[config.mk]
export PLATFORM = sky130hd
export DESIGN_NAME = v850_decode_issue_flat
export DESIGN_NICKNAME = d
export VERILOG_FILES = /design/src/rtl/v850_decode_issue_if.sv /design/src/rtl/v850_decode_issue.sv /design/src/flat_wrapper.sv
export SDC_FILE = /design/constraint.sdc
export NUM_CORES = 2
export LEC_CHECK = 0
export ABC_AREA = 1
export CORE_AREA = 2 2 447 449
export DETAILED_ROUTE_END_ITERATION = 7
export DIE_AREA = 0 0 449 451
export PLACE_DENSITY_LB_ADDON = 0.25
export SYNTH_ARGS = -nofsm -noshare
export SYNTH_HDL_FRONTEND = slang
export SYNTH_SLANG_ARGS = --single-unit
[constraint.sdc]
create_clock -name clk -period 2.9 [get_ports clk]
set_input_delay 0.58 -clock clk [delete_from_list [all_inputs] [get_ports clk]]
set_output_delay 0.58 -clock clk [all_outputs]
set_load 0.01 [all_outputs]
[src/rtl/v850_decode_issue_if.sv]
// Fetch-side handshake and executer-side issue bus of the decode/issue stage.
interface v850_decode_issue_if;
    logic [15:0] fetch_hw_i;
    logic        fetch_valid_i;
    logic        fetch_ready_o;
    logic        flush_i;
    logic [4:0]  destination_o;
    logic [31:0] reg1_o;
    logic [31:0] reg2_o;
    logic [31:0] reg3_o;
    logic        increment_bit_o;
    logic [9:0]  circuit_sel_o;
    logic        issue_valid_o;
    logic        illegal_o;

    // Decode/issue stage side
    modport slave (
        input  fetch_hw_i, fetch_valid_i, flush_i,
        output fetch_ready_o, destination_o, reg1_o, reg2_o, reg3_o,
               increment_bit_o, circuit_sel_o, issue_valid_o, illegal_o
    );

    // Fetch / executer environment side
    modport master (
        output fetch_hw_i, fetch_valid_i, flush_i,
        input  fetch_ready_o, destination_o, reg1_o, reg2_o, reg3_o,
               increment_bit_o, circuit_sel_o, issue_valid_o, illegal_o
    );
endinterface

[src/rtl/v850_decode_issue.sv]
// V850 decode/issue stage: assembles 16/32-bit instructions from a halfword
// stream, reads operands and drives the integer executer through registers,
// inserting a one-cycle bubble on read-after-write hazards.
module v850_decode_issue #(
    parameter logic [9:0] NOP_SEL = 10'h004
) (
    input  logic              clk,
    input  logic              rst,
    input  logic [31:0][31:0] gr_i,
    v850_decode_issue_if.slave bus
);
    localparam int unsigned HW_W   = 16;
    localparam int unsigned DATA_W = 32;
    localparam int unsigned REG_W  = 5;
    localparam int unsigned SEL_W  = 10;

    typedef enum logic [1:0] {
        S_FIRST  = 2'd0,
        S_SECOND = 2'd1,
        S_HOLD   = 2'd2
    } state_t;

    state_t              state_q, state_d;
    logic [HW_W-1:0]     hw1_q, hw1_d;
    logic [HW_W-1:0]     imm_q, imm_d;
    logic [REG_W-1:0]    last_dest_q, last_dest_d;
    logic                last_vld_q, last_vld_d;

    logic [REG_W-1:0]    dest_q, dest_d;
    logic [DATA_W-1:0]   reg1_q, reg1_d;
    logic [DATA_W-1:0]   reg2_q, reg2_d;
    logic [SEL_W-1:0]    sel_q, sel_d;
    logic                issue_valid_q, issue_valid_d;
    logic                illegal_q, illegal_d;

    logic [HW_W-1:0]     cur_hw, cur_imm;
    logic [REG_W-1:0]    r1, r2;
    logic [5:0]          op;
    logic [DATA_W-1:0]   gr_r1, gr_r2;
    logic                dec_legal, dec_writes, use_r1, use_r2;
    logic [SEL_W-1:0]    dec_sel;
    logic [DATA_W-1:0]   dec_op1, dec_op2;
    logic                is32, hazard, accept, issue;

    assign bus.fetch_ready_o = !bus.flush_i && (state_q != S_HOLD);
    assign accept            = bus.fetch_valid_i && bus.fetch_ready_o;

    // Select the halfword pair being decoded this cycle
    always_comb begin
        cur_hw  = hw1_q;
        cur_imm = imm_q;
        if (state_q == S_FIRST) begin
            cur_hw = bus.fetch_hw_i;
        end else if (state_q == S_SECOND) begin
            cur_imm = bus.fetch_hw_i;
        end
    end

    assign r2    = cur_hw[15:11];
    assign op    = cur_hw[10:5];
    assign r1    = cur_hw[4:0];
    assign is32  = (op[5:4] == 2'b11);
    assign gr_r1 = (r1 == REG_W'(0)) ? DATA_W'(0) : gr_i[r1];
    assign gr_r2 = (r2 == REG_W'(0)) ? DATA_W'(0) : gr_i[r2];

    // Opcode map: function select, operands and which sources are read
    always_comb begin
        dec_legal  = 1'b1;
        dec_writes = 1'b1;
        use_r1     = 1'b1;
        use_r2     = 1'b1;
        dec_sel    = NOP_SEL;
        dec_op1    = gr_r1;
        dec_op2    = gr_r2;
        case (op)
            6'b001110: dec_sel = SEL_W'(10'h020);
            6'b010010: begin
                dec_sel = SEL_W'(10'h020);
                dec_op1 = {{(DATA_W-5){r1[4]}}, r1};
                use_r1  = 1'b0;
            end
            6'b001101: begin
                dec_sel = SEL_W'(10'h000);
                dec_op1 = (~gr_r1) + DATA_W'(1);
            end
            6'b001111: begin
                dec_sel    = SEL_W'(10'h000);
                dec_op1    = (~gr_r1) + DATA_W'(1);
                dec_writes = 1'b0;
            end
            6'b001010: dec_sel = SEL_W'(10'h002);
            6'b001000: dec_sel = SEL_W'(10'h003);
            6'b010101: begin
                dec_sel = SEL_W'(10'h040);
                dec_op1 = DATA_W'(r1);
                use_r1  = 1'b0;
            end
            6'b110000: begin
                dec_sel = SEL_W'(10'h020);
                dec_op2 = {{(DATA_W-HW_W){cur_imm[15]}}, cur_imm};
                use_r2  = 1'b0;
            end
            6'b110001: begin
                dec_sel = SEL_W'(10'h021);
                dec_op2 = {{(DATA_W-HW_W){cur_imm[15]}}, cur_imm};
                use_r2  = 1'b0;
            end
            6'b110100: begin
                dec_sel = SEL_W'(10'h003);
                dec_op2 = DATA_W'(cur_imm);
                use_r2  = 1'b0;
            end
            6'b110110: begin
                dec_sel = SEL_W'(10'h002);
                dec_op2 = DATA_W'(cur_imm);
                use_r2  = 1'b0;
            end
            default: begin
                dec_legal  = 1'b0;
                dec_writes = 1'b0;
                use_r1     = 1'b0;
                use_r2     = 1'b0;
            end
        endcase
    end

    // RAW hazard against the instruction currently on the outputs
    assign hazard = last_vld_q &&
                    ((use_r1 && (r1 == last_dest_q)) || (use_r2 && (r2 == last_dest_q)));

    // Next-state, holding registers and next output values
    always_comb begin
        state_d       = state_q;
        hw1_d         = hw1_q;
        imm_d         = imm_q;
        issue         = 1'b0;
        dest_d        = REG_W'(0);
        reg1_d        = DATA_W'(0);
        reg2_d        = DATA_W'(0);
        sel_d         = NOP_SEL;
        issue_valid_d = 1'b0;
        illegal_d     = 1'b0;
        last_dest_d   = REG_W'(0);
        last_vld_d    = 1'b0;

        case (state_q)
            S_FIRST: begin
                if (accept) begin
                    if (is32) begin
                        hw1_d   = bus.fetch_hw_i;
                        state_d = S_SECOND;
                    end else if (hazard) begin
                        hw1_d   = bus.fetch_hw_i;
                        state_d = S_HOLD;
                    end else begin
                        issue = 1'b1;
                    end
                end
            end
            S_SECOND: begin
                if (accept) begin
                    if (hazard) begin
                        imm_d   = bus.fetch_hw_i;
                        state_d = S_HOLD;
                    end else begin
                        issue   = 1'b1;
                        state_d = S_FIRST;
                    end
                end
            end
            S_HOLD: begin
                issue   = 1'b1;
                state_d = S_FIRST;
            end
            default: state_d = S_FIRST;
        endcase

        if (bus.flush_i) begin
            issue   = 1'b0;
            state_d = S_FIRST;
        end

        if (issue) begin
            if (!dec_legal) begin
                illegal_d = 1'b1;
            end else if (dec_writes && (r2 == REG_W'(0))) begin
                issue_valid_d = 1'b1;
            end else begin
                issue_valid_d = 1'b1;
                sel_d         = dec_sel;
                reg1_d        = dec_op1;
                reg2_d        = dec_op2;
                dest_d        = dec_writes ? r2 : REG_W'(0);
                last_dest_d   = r2;
                last_vld_d    = dec_writes;
            end
        end
    end

    // State, holding and output registers
    always_ff @(posedge clk) begin
        if (rst) begin
            state_q       <= S_FIRST;
            hw1_q         <= HW_W'(0);
            imm_q         <= HW_W'(0);
            last_dest_q   <= REG_W'(0);
            last_vld_q    <= 1'b0;
            dest_q        <= REG_W'(0);
            reg1_q        <= DATA_W'(0);
            reg2_q        <= DATA_W'(0);
            sel_q         <= NOP_SEL;
            issue_valid_q <= 1'b0;
            illegal_q     <= 1'b0;
        end else begin
            state_q       <= state_d;
            hw1_q         <= hw1_d;
            imm_q         <= imm_d;
            last_dest_q   <= last_dest_d;
            last_vld_q    <= last_vld_d;
            dest_q        <= dest_d;
            reg1_q        <= reg1_d;
            reg2_q        <= reg2_d;
            sel_q         <= sel_d;
            issue_valid_q <= issue_valid_d;
            illegal_q     <= illegal_d;
        end
    end

    assign bus.destination_o   = dest_q;
    assign bus.reg1_o          = reg1_q;
    assign bus.reg2_o          = reg2_q;
    assign bus.reg3_o          = DATA_W'(0);
    assign bus.increment_bit_o = 1'b0;
    assign bus.circuit_sel_o   = sel_q;
    assign bus.issue_valid_o   = issue_valid_q;
    assign bus.illegal_o       = illegal_q;
endmodule

[src/flat_wrapper.sv]
// flat-port wrapper written by rule: the top's interface ports become plain ports
module v850_decode_issue_flat 
#(
    parameter logic [9:0] NOP_SEL = 10'h004
)
  (clk, rst, gr_i, bus_fetch_hw_i, bus_fetch_valid_i, bus_flush_i, bus_fetch_ready_o, bus_destination_o, bus_reg1_o, bus_reg2_o, bus_reg3_o, bus_increment_bit_o, bus_circuit_sel_o, bus_issue_valid_o, bus_illegal_o);
  v850_decode_issue_if bus_i ();
  input  logic clk;
  input  logic rst;
  input  logic [31:0][31:0] gr_i;
  input wire logic [$bits(bus_i.fetch_hw_i)-1:0] bus_fetch_hw_i;
  input wire logic [$bits(bus_i.fetch_valid_i)-1:0] bus_fetch_valid_i;
  input wire logic [$bits(bus_i.flush_i)-1:0] bus_flush_i;
  output wire logic [$bits(bus_i.fetch_ready_o)-1:0] bus_fetch_ready_o;
  output wire logic [$bits(bus_i.destination_o)-1:0] bus_destination_o;
  output wire logic [$bits(bus_i.reg1_o)-1:0] bus_reg1_o;
  output wire logic [$bits(bus_i.reg2_o)-1:0] bus_reg2_o;
  output wire logic [$bits(bus_i.reg3_o)-1:0] bus_reg3_o;
  output wire logic [$bits(bus_i.increment_bit_o)-1:0] bus_increment_bit_o;
  output wire logic [$bits(bus_i.circuit_sel_o)-1:0] bus_circuit_sel_o;
  output wire logic [$bits(bus_i.issue_valid_o)-1:0] bus_issue_valid_o;
  output wire logic [$bits(bus_i.illegal_o)-1:0] bus_illegal_o;
  assign bus_i.fetch_hw_i = bus_fetch_hw_i;
  assign bus_i.fetch_valid_i = bus_fetch_valid_i;
  assign bus_i.flush_i = bus_flush_i;
  assign bus_fetch_ready_o = bus_i.fetch_ready_o;
  assign bus_destination_o = bus_i.destination_o;
  assign bus_reg1_o = bus_i.reg1_o;
  assign bus_reg2_o = bus_i.reg2_o;
  assign bus_reg3_o = bus_i.reg3_o;
  assign bus_increment_bit_o = bus_i.increment_bit_o;
  assign bus_circuit_sel_o = bus_i.circuit_sel_o;
  assign bus_issue_valid_o = bus_i.issue_valid_o;
  assign bus_illegal_o = bus_i.illegal_o;
  v850_decode_issue #(.NOP_SEL(NOP_SEL)) u_core (.clk(clk), .rst(rst), .gr_i(gr_i), .bus(bus_i));
endmodule
==> qor.yml <==
grt_pass1_vias: 44600
syn_inst: 5563
slew_violations: 0
grt_start_max_net_pins: 72
p_leak_nw: 22.5
post-dp-hpwl_mm: 236
slowest_delay_ns: 0.36
synthMuxAreaShare: 0
num_rows: 164
synth-seq-cells: 116
use_met2: 0.477
num_vias: 46700
violations: "setup timing"
total_power_w: 0.0131
crit_fanout: 6
fillCellCount: 22500
cts_hold_buf: 0
path_cells: "nor2_4 > buf_12 > nand2_8 > nand2_8 > buf_16 > buf_12 > buf_4 > nand2_1 > nand3_1 > nand3_1 > a21oi_4 > buf_12 > nor2_4 > nand2_2 > nor2_1 > nand2_1 > nor2_4 > buf_6 > or2_1 > nand3_1 > a21oi_1"
critical_path.slowest_cell: "dfxtp_4"
r2r_slack_ns: -0.29
via_per_inst: 4.75
clkSlewWorstSetupHoldPaths_ns: 0.07
antenna_left: 0
synth_simple_gate_area_frac: 0.684
reg2reg_depth: 21
final_cell_mix: "nand2_1 (2553), nand3_1 (1316), clkdlybuf4s50_1 (1117), buf_4 (620), o21ai_0 (167)"
gp_congestion: 1.00
cp.required_ns: 3.26
synth-main-ff-cell: "dfxtp_1"
htree_levels: 4
drc: 0
hp-class: "in2reg"
syn_avg_cell_area_um2: 4.81
min_period_over_period: 1.10
synth_top_family_by_area: "simple AND/OR/NAND/NOR gates"
place_inst: 9591
coreArea_um2: 198000
clk_path_buf_depth: 2
die_h_um: 451
synth_warnings: 0
finalNonFillerCells: 9846
rsz0062_at_grt: "yes"
maxCapViolCount: 0
antenna_found_initial: 139
synthArstFlopShare: 0
hp-start: "bus_fetch_hw_i[2]"
syn2layout_area_growth_pct: 88.5
fmax_mhz: 313
finalHoldViolCount: 0
endpoint_kind: "flop"
wl_per_cell_um: 29.8
reg2reg_from: "u_core.state_q[1]"
grtUsageTotal: 0.271
port-buffer-count: 1120
cts_tree: "done"
setup_viol: 110
setup_ws_ns: -0.294
wl_mm: 293
overflow: 0
use_met1: 0.314
nets: 8136
grt_pass1_wl_mm: 384
multi_input_area_um2: 22600
holdPathStages: 3
use_met3: 0.0360
die_w_um: 449
synth_compound_area_frac: 0.0983
fp.dieArea_um2: 202000
seq_area_frac_synth: 0.0868
max_slew_margin: 0.579
skew_ns: 0.0180
synth_area_um2: 26800
min_period_ns: 3.19
ir_drop_mv: 0.273
synth_edf_count: 0
synth_fa_ha_area_frac: 0.000468
worstSkewPairLatency_ns: 0.50
seqCellArea_um2: 2330
cts_root_buf: "clkbuf_16"
ioPinCount: 1159
holdPathEnd: "u_core.hw1_q[2]"
crit_type: "reg2reg"
top_usage_layer: "met2"
drtIter0Drc: 4893
first_pass_iters: 6
worst_pin_slew_ns: 0.624
cp.arrival_ns: 3.56
synth_xor_area_frac: 0.00262
outcome: "complete, but fails checks"
initial_core_util: 0.135
cts_buffers: 17
final_common_cell: "nand2_1"
yosysUniqueCellTypes: 45
clock-sinks: 116
drive_above_1_share: 0.171
rr_endpoint: "u_core.bus.reg1_o[14]"
power_density_nw_per_um2: 260
critPathLaunchType: "flop"
## where the power goes
part,total [W],switching [W],internal [W]
Sequential,0.00162,0.00000937,0.00161
Combinational,0.00925,0.00518,0.00407
Clock,0.00225,0.000985,0.00127
Total,0.0131,0.00617,0.00694
## worst max path at each step
stage	slack [ns]	depth (start not counted)	startpoint	to
after floorplan	0.25	20	bus_fetch_hw_i[0]	u_core.bus.reg1_o[12]
after global routing	-0.43	21	u_core.state_q[1]	u_core.bus.reg1_o[26]
final	-0.29	21	u_core.state_q[1]	u_core.bus.reg1_o[14]
after global placement	-1.23	22	bus_fetch_hw_i[0]	u_core.bus.reg1_o[17]
after CTS	-0.28	22	u_core.state_q[0]	u_core.bus.reg1_o[17]
after detailed placement	-1.28	22	bus_fetch_hw_i[0]	u_core.bus.reg1_o[17]
## synthesized netlist by cell type, types with 8 or more instances
library cell,n,share of area
a21oi_1,86,0.016
a311oi_1,57,0.019
a31oi_1,17,0.0040
a32oi_1,14,0.0046
and3_1,58,0.014
buf_1,40,0.0056
buf_2,144,0.027
buf_4,89,0.025
buf_6,34,0.014
clkbuf_1,198,0.028
dfxtp_1,116,0.087
inv_1,182,0.026
nand2_1,2658,0.37
nand2_2,8,0.0019
nand3_1,1366,0.26
nand3_2,8,0.0030
nand4_1,22,0.0051
nor2_1,141,0.020
nor2_2,20,0.0047
nor2_4,9,0.0038
o211ai_1,19,0.0053
o21ai_0,203,0.038
o21ai_1,11,0.0021
o21ai_2,11,0.0036
## cells by family after synthesis
group / after synthesis
xor gates and xnor gates: 8
AOI/OAI and AO/OA: 438
and+or+nand+nor: 4301
DFF: 116
buffers and inverters: 698
adders and majority gates: 1
other: 1
## critical path, delay by kind of cell (launching register included)
kind,cells,cell delay [ns]
AND/OR/NAND/NOR,13,1.39
flip-flops,1,0.36
buffers and inverters,6,0.86
AO/OA/AOI/OAI,2,0.42
## per-layer routing
| metal | vias to the layer above | routed length, µm |
|---|---|---|
| li1 | 21400 | - |
| met1 | 22400 | 114000 |
| met2 | 2420 | 146000 |
| met3 | 516 | 16200 |
| met4 | 28 | 17700 |
| met5 | - | 194 |
## registers in the layout (all words and copies together) (netlist names)
register / flops
u_core.bus.reg1_o: 32
u_core.bus.reg2_o: 32
u_core.hw1_q: 16
u_core.imm_q: 16
u_core.bus.circuit_sel_o: 5
u_core.bus.destination_o: 5
u_core.last_dest_q: 5
u_core.state_q: 2
u_core.bus.illegal_o: 1
u_core.bus.issue_valid_o: 1
u_core.last_vld_q: 1
## layout make-up
class	count	area share
inverters	192	0.0152
clock buffers	18	0.00851
multi-input cells	4787	0.448
clock inverters	13	0.00298
repair buffers	1977	0.409
flip-flops and latches	116	0.0462
diodes	87	0.00431
well taps	2656	0.0659
## metrics by stage
step | hold WS [ns] | setup WS, ns | TNS, ns | util | area, µm²
after CTS | 0.446 | -0.281 | -15.00 | 0.244 | 48500
final | 0.430 | -0.294 | -17.06 | 0.255 | 50500
after detailed placement | 0.434 | -1.28 | -107.62 | 0.231 | 45800
after floorplan | 0.420 | 0.252 | 0 | - | 26900
after global placement | 0.432 | -1.23 | -107.42 | 0.231 | 45800
after global routing | 0.449 | -0.426 | -31.64 | 0.254 | 50400
## timing repair
action / 4_1_cts / 5_1_grt
pin swaps: 62 / 39
buffers inserted: 58 / 45
resized for setup: 257 / 247
endpoints found under the setup margin: 115 / 114
gates cloned: 18 / 20
No activity file was read; power rests on OpenSTA's default activity.
